==> config.mk <==
export PLATFORM = sky130hd
export DESIGN_NAME = imem_loader
export DESIGN_NICKNAME = d
export VERILOG_FILES = /design/src/rtl/loader_pkg.sv /design/src/rtl/byte_packer.sv /design/src/rtl/imem_loader.sv
export SDC_FILE = /design/constraint.sdc
export NUM_CORES = 1
export LEC_CHECK = 0
export ABC_AREA = 1
export ABC_CLOCK_PERIOD_IN_PS = 5300
export CORE_MARGIN = 3
export CORE_UTILIZATION = 30
export CTS_CLUSTER_SIZE = 30
export DETAILED_ROUTE_END_ITERATION = 8
export GPL_TIMING_DRIVEN = 0
export HOLD_SLACK_MARGIN = 0.15
export MAX_ROUTING_LAYER = met4
export PLACE_DENSITY = 0.49
export SYNTH_ARGS = -nofsm -noshare
export SYNTH_HDL_FRONTEND = slang
export SYNTH_SLANG_ARGS = --single-unit
==> constraint.sdc <==
create_clock -name clk -period 5.3 [get_ports clk]
set_input_delay 1.325 -clock clk [delete_from_list [all_inputs] [get_ports clk]]
set_output_delay 1.325 -clock clk [all_outputs]
set_load 0.01 [all_outputs]
==> src/rtl/loader_pkg.sv <==
// Shared definitions for the boot-time instruction memory loader.
package loader_pkg;

    typedef enum logic [1:0] {
        S_LEN  = 2'd0,
        S_DATA = 2'd1,
        S_DONE = 2'd2,
        S_ERR  = 2'd3
    } state_t;

    localparam int unsigned BYTES_PER_WORD = 4;
    localparam int unsigned HDR_WIDTH      = 32;

endpackage

==> src/rtl/byte_packer.sv <==
// Assembles a little-endian 32-bit word from a byte stream, one lane per accepted byte.
module byte_packer
    import loader_pkg::*;
(
    input  logic                 clk,
    input  logic                 reset,
    input  logic                 in_valid,
    input  logic [7:0]           in_data,
    output logic [HDR_WIDTH-1:0] word,
    output logic                 word_ready
);

    logic [1:0]           byte_cnt_q;
    logic [HDR_WIDTH-1:0] word_q;

    // Lane counter and partial-word store; the counter wraps to 0 after the 4th byte.
    always_ff @(posedge clk) begin
        if (reset) begin
            byte_cnt_q <= 2'd0;
            word_q     <= '0;
        end else if (in_valid) begin
            byte_cnt_q <= byte_cnt_q + 2'd1;
            word_q     <= word;
        end
    end

    // Merge the incoming byte into its lane so the full word is visible on the 4th byte.
    always_comb begin
        word                      = word_q;
        word[8*byte_cnt_q +: 8]   = in_data;
        word_ready                = in_valid && (byte_cnt_q == 2'(BYTES_PER_WORD - 1));
    end

endmodule

==> src/rtl/imem_loader.sv <==
// Boot loader: length header then N words, written sequentially; holds the CPU in reset until done.
module imem_loader
    import loader_pkg::*;
#(
    parameter int unsigned MAX_WORDS = 64,
    parameter logic [31:0] BASE_ADDR = 32'h0000_0000
) (
    input  logic        clk,
    input  logic        reset,
    input  logic [7:0]  rx_data,
    input  logic        rx_valid,
    output logic        rx_ready,
    output logic        mem_we,
    output logic [31:0] mem_addr,
    output logic [31:0] mem_wdata,
    output logic        cpu_reset,
    output logic        done,
    output logic        error
);

    // Must hold the value MAX_WORDS without wrapping.
    localparam int unsigned CntW = $clog2(MAX_WORDS + 1);

    state_t               state_q, state_d;
    logic                 accept;
    logic                 word_ready;
    logic [HDR_WIDTH-1:0] packed_word;
    logic [HDR_WIDTH-1:0] len_q;
    logic [CntW-1:0]      word_cnt_q;
    logic                 hdr_bad;
    logic                 last_word;
    logic                 mem_we_q;
    logic [31:0]          mem_addr_q;
    logic [31:0]          mem_wdata_q;

    assign accept = rx_valid && rx_ready;

    byte_packer u_packer (
        .clk        (clk),
        .reset      (reset),
        .in_valid   (accept),
        .in_data    (rx_data),
        .word       (packed_word),
        .word_ready (word_ready)
    );

    assign hdr_bad   = (packed_word == '0) || (packed_word > HDR_WIDTH'(MAX_WORDS));
    assign last_word = (HDR_WIDTH'(word_cnt_q) == (len_q - HDR_WIDTH'(1)));

    // FSM state register.
    always_ff @(posedge clk) begin
        if (reset) begin
            state_q <= S_LEN;
        end else begin
            state_q <= state_d;
        end
    end

    // FSM next-state logic; header check and last-word exit happen on the completing byte.
    always_comb begin
        state_d = state_q;
        unique case (state_q)
            S_LEN:  if (word_ready) state_d = hdr_bad ? S_ERR : S_DATA;
            S_DATA: if (word_ready && last_word) state_d = S_DONE;
            S_DONE: state_d = S_DONE;
            S_ERR:  state_d = S_ERR;
            default: state_d = S_LEN;
        endcase
    end

    // FSM outputs, derived from registered state only (reset gates ready).
    always_comb begin
        rx_ready  = !reset && ((state_q == S_LEN) || (state_q == S_DATA));
        done      = (state_q == S_DONE);
        error     = (state_q == S_ERR);
        cpu_reset = (state_q != S_DONE);
    end

    // Header capture, word counter and registered memory write port.
    always_ff @(posedge clk) begin
        if (reset) begin
            len_q       <= '0;
            word_cnt_q  <= '0;
            mem_we_q    <= 1'b0;
            mem_addr_q  <= BASE_ADDR;
            mem_wdata_q <= '0;
        end else begin
            mem_we_q <= 1'b0;
            if ((state_q == S_LEN) && word_ready) begin
                len_q      <= packed_word;
                word_cnt_q <= '0;
            end
            if ((state_q == S_DATA) && word_ready) begin
                mem_we_q    <= 1'b1;
                mem_wdata_q <= packed_word;
                mem_addr_q  <= BASE_ADDR + (32'(word_cnt_q) << 2);
                word_cnt_q  <= word_cnt_q + CntW'(1);
            end
        end
    end

    assign mem_we    = mem_we_q;
    assign mem_addr  = mem_addr_q;
    assign mem_wdata = mem_wdata_q;

endmodule

==> results of run 1 <==
[per-stage QoR]
stage                     instances  hold WS (ns)  area, µm²
after global routing           1252         0.485       7550
final                          1252         0.467       7550
after CTS                      1252         0.468       7550
after detailed placement       1221         0.460       6990
after floorplan                 903         0.441       6130
after global placement         1221         0.455       6990
[final timing paths]
kind	endpoint	start	cells after the start	slack, ns
min reg2reg	mem_wdata[17]$_SDFFE_PP0P_	mem_wdata[17]$_SDFFE_PP0P_	2	0.47
min	mem_wdata[17]$_SDFFE_PP0P_	mem_wdata[17]$_SDFFE_PP0P_	2	0.47
max	rx_ready	reset	3	1.79
max reg2reg	state_q[1]$_SDFFE_PP0P_	u_packer.byte_cnt_q[0]$_SDFFE_PP0P_	13	2.51
[layout make-up]
type | instances | area [µm²]
inverters | 121 | 457
flip-flops and latches | 115 | 2300
clock buffers | 20 | 447
repair buffers | 53 | 531
well taps | 265 | 332
plain buffers | 64 | 369
fillers | 2182 | 12100
multi-input cells | 603 | 3000
clock inverters | 11 | 113
[sequential cells by signal (all words and copies together) (netlist names)]
name	cells
mem_we	1
u_packer.byte_cnt_q	2
mem_addr	7
mem_wdata	32
u_packer.word_q	32
state_q	2
len_q	32
word_cnt_q	7
[logic make-up after synthesis]
group | count (synthesis)
buffers and inverters | 185
AOI/OAI and AO/OA | 221
and+or+nand+nor | 336
xor gates and xnor gates | 9
adders and majority gates | 12
DFF | 115
other | 1
[power by group]
part	switching, W	total (W)	internal (W)	leakage [nW]
Clock	0.000403	0.00110	0.000695	0.271
Sequential	0.0000188	0.000910	0.000892	0.927
Combinational	0.000347	0.000510	0.000163	2.00
Total	0.000769	0.00252	0.00175	3.20
[per-layer routing]
metal  up-vias  track usage [%]  share of wire, %
met5         -                -                 0
met4         0             5.54               2.0
met3        22             3.34               3.7
met2       118             27.5                45
met1      2569             24.4                50
li1       3008                -                 -
[critical path: stages]
cell	delay (ns)
buf_2	0.17
nor2_2	0.15
clkdlybuf4s50_1	0.54
[layout by cell type (no fill, tap or decap), types with 6 or more instances in the layout]
| master | instances |
|---|---|
| a21oi_1 | 77 |
| buf_2 | 9 |
| buf_4 | 31 |
| clkbuf_1 | 25 |
| clkbuf_16 | 17 |
| clkdlybuf4s50_1 | 53 |
| clkinv_2 | 6 |
| conb_1 | 25 |
| dfxtp_1 | 115 |
| ha_1 | 12 |
| inv_1 | 113 |
| nand2_1 | 147 |
| nand2_2 | 8 |
| nand3_1 | 49 |
| nand4_1 | 10 |
| nor2_1 | 100 |
| nor2_2 | 10 |
| o21ai_0 | 95 |
| o21ai_1 | 6 |
| o22ai_1 | 27 |
| o31ai_1 | 10 |
==> impl_metrics.yaml, run 1 <==
clocking:
  clk_path_buf_depth: 2
  cts_inserted_buffers: 17
  cts_resized: 0
  clk_pin_slew_ns: 0.06
  cts_setup_buffers: 0
  clock-sinks: 115
  cts_hold_buf: 0
  cts_tree: "yes"
  clkLatencyLatePin_ns: 0.41
  clockRootBuffer: "clkbuf_16"
  htree_levels: 4
status:
  status: "finished, final reports clean"
power:
  p_per_area_nw_per_um2: 333
  post-layout-total-power_w: 0.00252
  ir_worst_vdd_v: 0.000213
  p_leak_nw: 3.20
critical_path:
  cp-start-kind: "input pin"
  path_class: "input pin to output pin"
  crit_required_ns: 3.97
  crit_fanout: 8
  endpoint_kind: "output pin"
  cp.arrival_ns: 2.19
global_routing:
  gr-total-overflow: 0
  grt_usage_pct: 18.0
  grt_pass1_vias: 5419
  grt_pass1_wl_mm: 30.0
  grt_max_degree: 17
  antenna_found_initial: 0
cells_and_area:
  layout-drive-gt1-share_pct: 10.4
  post-route-util_pct: 38.4
  num-nets-final: 998
  area_delta_synth_final_pct: 25.0
  antenna_cells: 0
drt:
  drt.antenna.violating_nets: 0
  routedWlPerCell_um: 15.1
  drc: 0
  vias: 5717
  dr.pass1.iters: 5
  first_iter_violations: 385
  viasPerCell: 4.57
  totalWireLength_mm: 19.0
worst_hold_path:
  hp-class: "flop to flop"
floorplanning:
  fp.dieH_um: 148
  die-area_um2: 21900
  start_util_pct: 30.7
  dieWidth_um: 148
  core_um2: 19700
  rows: 51
  io_pins: 80
timing:
  fin_crit_sh_pct: 66.3
  max_freq_mhz: 285
  fin_tns_setup_ns: 0
  slew-limit-headroom_pct: 47.1
  fin_ws_ns: 1.79
  finalSetupViolCount: 0
  finalMaxSlewViolations: 0
  rsz0062_at_grt: "false"
  skew_ns: 0.00936
  hold_violations: 0
  fin_crit_ns: 3.51
  tightest_slew_ns: 0.785
synthesis:
  synth_xor_area_share_pct: 1.30
  syn-cell-area_um2: 6040
  synth_most_common_cell: "nand2_1"
  ys_ff_latch: 115
  synth_common_cells: "nand2_1 (147), dfxtp_1 (115), inv_1 (113)"
  ys_types: 37
  synth-main-ff-cell: "dfxtp_1"
  synth_top_family_by_area: "simple AND/OR/NAND/NOR gates"
  synth_top_area_cell: "dfxtp_1"
  syn_avg_cell_area_um2: 6.87
  synth_mux_area_share_pct: 0
  synth_compound_area_share_pct: 19.7
  synth_top_cell_area_share_pct: 38.1
  yosys.area_share.simple_pct: 24.7
  ys_seq_area_share_pct: 38.1
  yosys_warnings: 0
  netlist_instances: 879
  async_reset_ff_share_pct: 0
  synth-edff-count: 0
  synthTopCellsByArea: "dfxtp_1 (38%), nand2_1 (9.1%), o21ai_0 (7.9%)"
  synthAdderAreaFrac_pct: 2.49
placed_design:
  port_buffers: 53
  post-dp-hpwl_mm: 15.1
  pre_cts_ws_ns: 1.78
  gp_congestion: 0.904
run:
  drv_cap: 0
No activity file was read; power rests on OpenSTA's default activity.
==> run 2: changes to the inputs <==
--- a/config.mk
+++ b/config.mk
@@ -6,7 +6,7 @@
 export NUM_CORES = 1
 export LEC_CHECK = 0
 export ABC_AREA = 1
-export ABC_CLOCK_PERIOD_IN_PS = 5300
+export ABC_CLOCK_PERIOD_IN_PS = 3160
 export CORE_MARGIN = 3
 export CORE_UTILIZATION = 30
 export CTS_CLUSTER_SIZE = 30
@@ -14,7 +14,7 @@
 export GPL_TIMING_DRIVEN = 0
 export HOLD_SLACK_MARGIN = 0.15
 export MAX_ROUTING_LAYER = met4
-export PLACE_DENSITY = 0.49
+export PLACE_DENSITY = 0.5
 export SYNTH_ARGS = -nofsm -noshare
 export SYNTH_HDL_FRONTEND = slang
 export SYNTH_SLANG_ARGS = --single-unit
==> constraint.sdc (replaced) <==
create_clock -name clk -period 3.16 [get_ports clk]
set_input_delay 0.79 -clock clk [delete_from_list [all_inputs] [get_ports clk]]
set_output_delay 0.79 -clock clk [all_outputs]
set_load 0.01 [all_outputs]
==> impl_metrics.yaml, run 2 (synthesis results as in run 1) <==
clocking:
  cts_resized: 0
  cts_setup_buffers: 0
  clkLatencyLatePin_ns: 0.42
  cts_inserted_buffers: 17
  clockRootBuffer: "clkbuf_16"
  clock-sinks: 115
  cts_tree: "yes"
  clk_path_buf_depth: 2
  cts_hold_buf: 0
  htree_levels: 4
  clk_pin_slew_ns: 0.06
critical_path:
  rrSetupSlack_ns: 0.31
  cp-start-kind: "flop"
  cp_cell_sequence: "buf_4, inv_2, ha_1, inv_1, nand4_1, o22ai_1, nor2_1, nand4_1, o21ai_0, nor2_1, nand3_1, nand2_1, nor2_1"
  path_class: "flop to flop"
  endpoint_kind: "flop"
  critPathTopFamily: "simple AND/OR/NAND/NOR gates"
  r2r_cells: 13
  rr_startpoint: "u_packer.byte_cnt_q[0]$_SDFFE_PP0P_"
  cp_common_cell: "nor2_1"
  crit_slowest_cell: "o22ai_1"
  worst_path_largest_cell_delay_ns: 0.49
  crit_buf_inv: 3
  cp.arrival_ns: 3.16
  crit_fanout: 9
  crit_required_ns: 3.47
  r2r_end: "state_q[1]$_SDFFE_PP0P_"
drt:
  drc: 0
  first_iter_violations: 415
  vias: 5748
  drt.antenna.violating_nets: 0
  dr.pass1.iters: 5
  totalWireLength_mm: 19.2
  routedWlPerCell_um: 15.3
  viasPerCell: 4.59
floorplanning:
  fp.dieH_um: 148
  start_util_pct: 30.7
  rows: 51
  core_um2: 19700
  dieWidth_um: 148
  die-area_um2: 21900
  io_pins: 80
timing:
  finalMaxSlewViolations: 0
  fin_crit_sh_pct: 90.2
  fin_tns_setup_ns: 0
  hold_violations: 0
  slew-limit-headroom_pct: 44.6
  fin_hold_ws_ns: 0.464
  rsz0062_at_grt: "false"
  max_freq_mhz: 351
  skew_ns: 0.0104
  fin_ws_ns: 0.311
  tightest_slew_ns: 0.822
  fin_crit_ns: 2.85
  finalSetupViolCount: 0
power:
  p_leak_nw: 3.20
  p_per_area_nw_per_um2: 563
  ir_worst_vdd_v: 0.000339
cells_and_area:
  area_delta_synth_final_pct: 25.4
  num-nets-final: 998
  layout-drive-gt1-share_pct: 10.6
  num-fill-cells: 2177
  antenna_cells: 0
  layout_common_cells: "nand2_1 (147), dfxtp_1 (115), inv_1 (113)"
  post-route-util_pct: 38.5
  final_common_cell: "nand2_1"
global_routing:
  grt_pass1_vias: 5548
  gr-total-overflow: 0
  grt_max_degree: 17
  grt_usage_pct: 18.0
  antenna_found_initial: 0
  grt_pass1_wl_mm: 29.8
status:
  status: "finished, final reports clean"
worst_hold_path:
  hp-class: "flop to flop"
  min_path_cells: 2
  worstHoldEndpoint: "u_packer.word_q[28]$_SDFFE_PP0P_"
  worstHoldStart: "u_packer.word_q[28]$_SDFFE_PP0P_"
placed_design:
  gp_congestion: 0.921
  port_buffers: 53
  post-dp-hpwl_mm: 15.0
  pre_cts_ws_ns: 0.291
run:
  drv_cap: 0
==> run 2: cell types whose count changed in the layout (fill, tap and decap cells not counted), sizes merged <==
cell / before / now
clkbuf: 44 / 43
clkinv: 8 / 9
clkinvlp: 3 / 4
==> run 2: per-stage QoR <==
step	cell area, µm²	instances	power [W]
floorplan	6130	903	0.00212
global placement	6990	1221	0.00240
detailed placement	6990	1221	0.00240
CTS	7570	1253	0.00429
global route	7570	1253	0.00446
finish	7570	1253	0.00426
==> run 2: layer usage <==
| metal | track usage [%] | up-vias | part of all wire (%) |
|---|---|---|---|
| li1 | - | 3013 | - |
| met1 | 23.9 | 2568 | 50 |
| met2 | 27.1 | 139 | 44 |
| met3 | 3.37 | 28 | 3.7 |
| met4 | 7.07 | 0 | 2.7 |
| met5 | - | - | 0 |
==> run 2: how the worst max path moves through the flow <==
stage               slack, ns  cells past startpoint                                start                        end
finish                   0.31                     13  u_packer.byte_cnt_q[0]$_SDFFE_PP0P_    state_q[1]$_SDFFE_PP0P_
floorplan                 1.0                     10                                reset  mem_wdata[8]$_SDFFE_PP0P_
global route             0.11                     13  u_packer.byte_cnt_q[0]$_SDFFE_PP0P_    state_q[1]$_SDFFE_PP0P_
global placement         0.28                     12                           rx_data[0]    state_q[1]$_SDFFE_PP0P_
CTS                      0.32                      6              state_q[0]$_SDFFE_PP0P_                   rx_ready
detailed placement       0.29                     12                           rx_data[0]    state_q[1]$_SDFFE_PP0P_
==> run 2: worst min-delay path: stages (launching register included) <==
cell and delay [ns]:
dfxtp_1 0.31, nand2_1 0.06, a21oi_1 0.05
==> run 2: area by class of cell <==
cell class / instances / area [µm²] / area share [%]
buffer: 64 / 369 / 4.87
clock buffer: 19 / 443 / 5.85
clock inverter: 13 / 136 / 1.80
inverter: 121 / 457 / 6.03
multi-input combinational: 603 / 3000 / 39.7
sequential: 115 / 2300 / 30.4
tap: 265 / 332 / 4.38
timing repair buffer: 53 / 531 / 7.01
==> run 2: power breakdown <==
part           total, W  switching [W]  internal, W
clock           0.00189       0.000711      0.00118
sequential      0.00153      0.0000323      0.00149
combinational  0.000849       0.000577     0.000272
total           0.00426        0.00132      0.00294
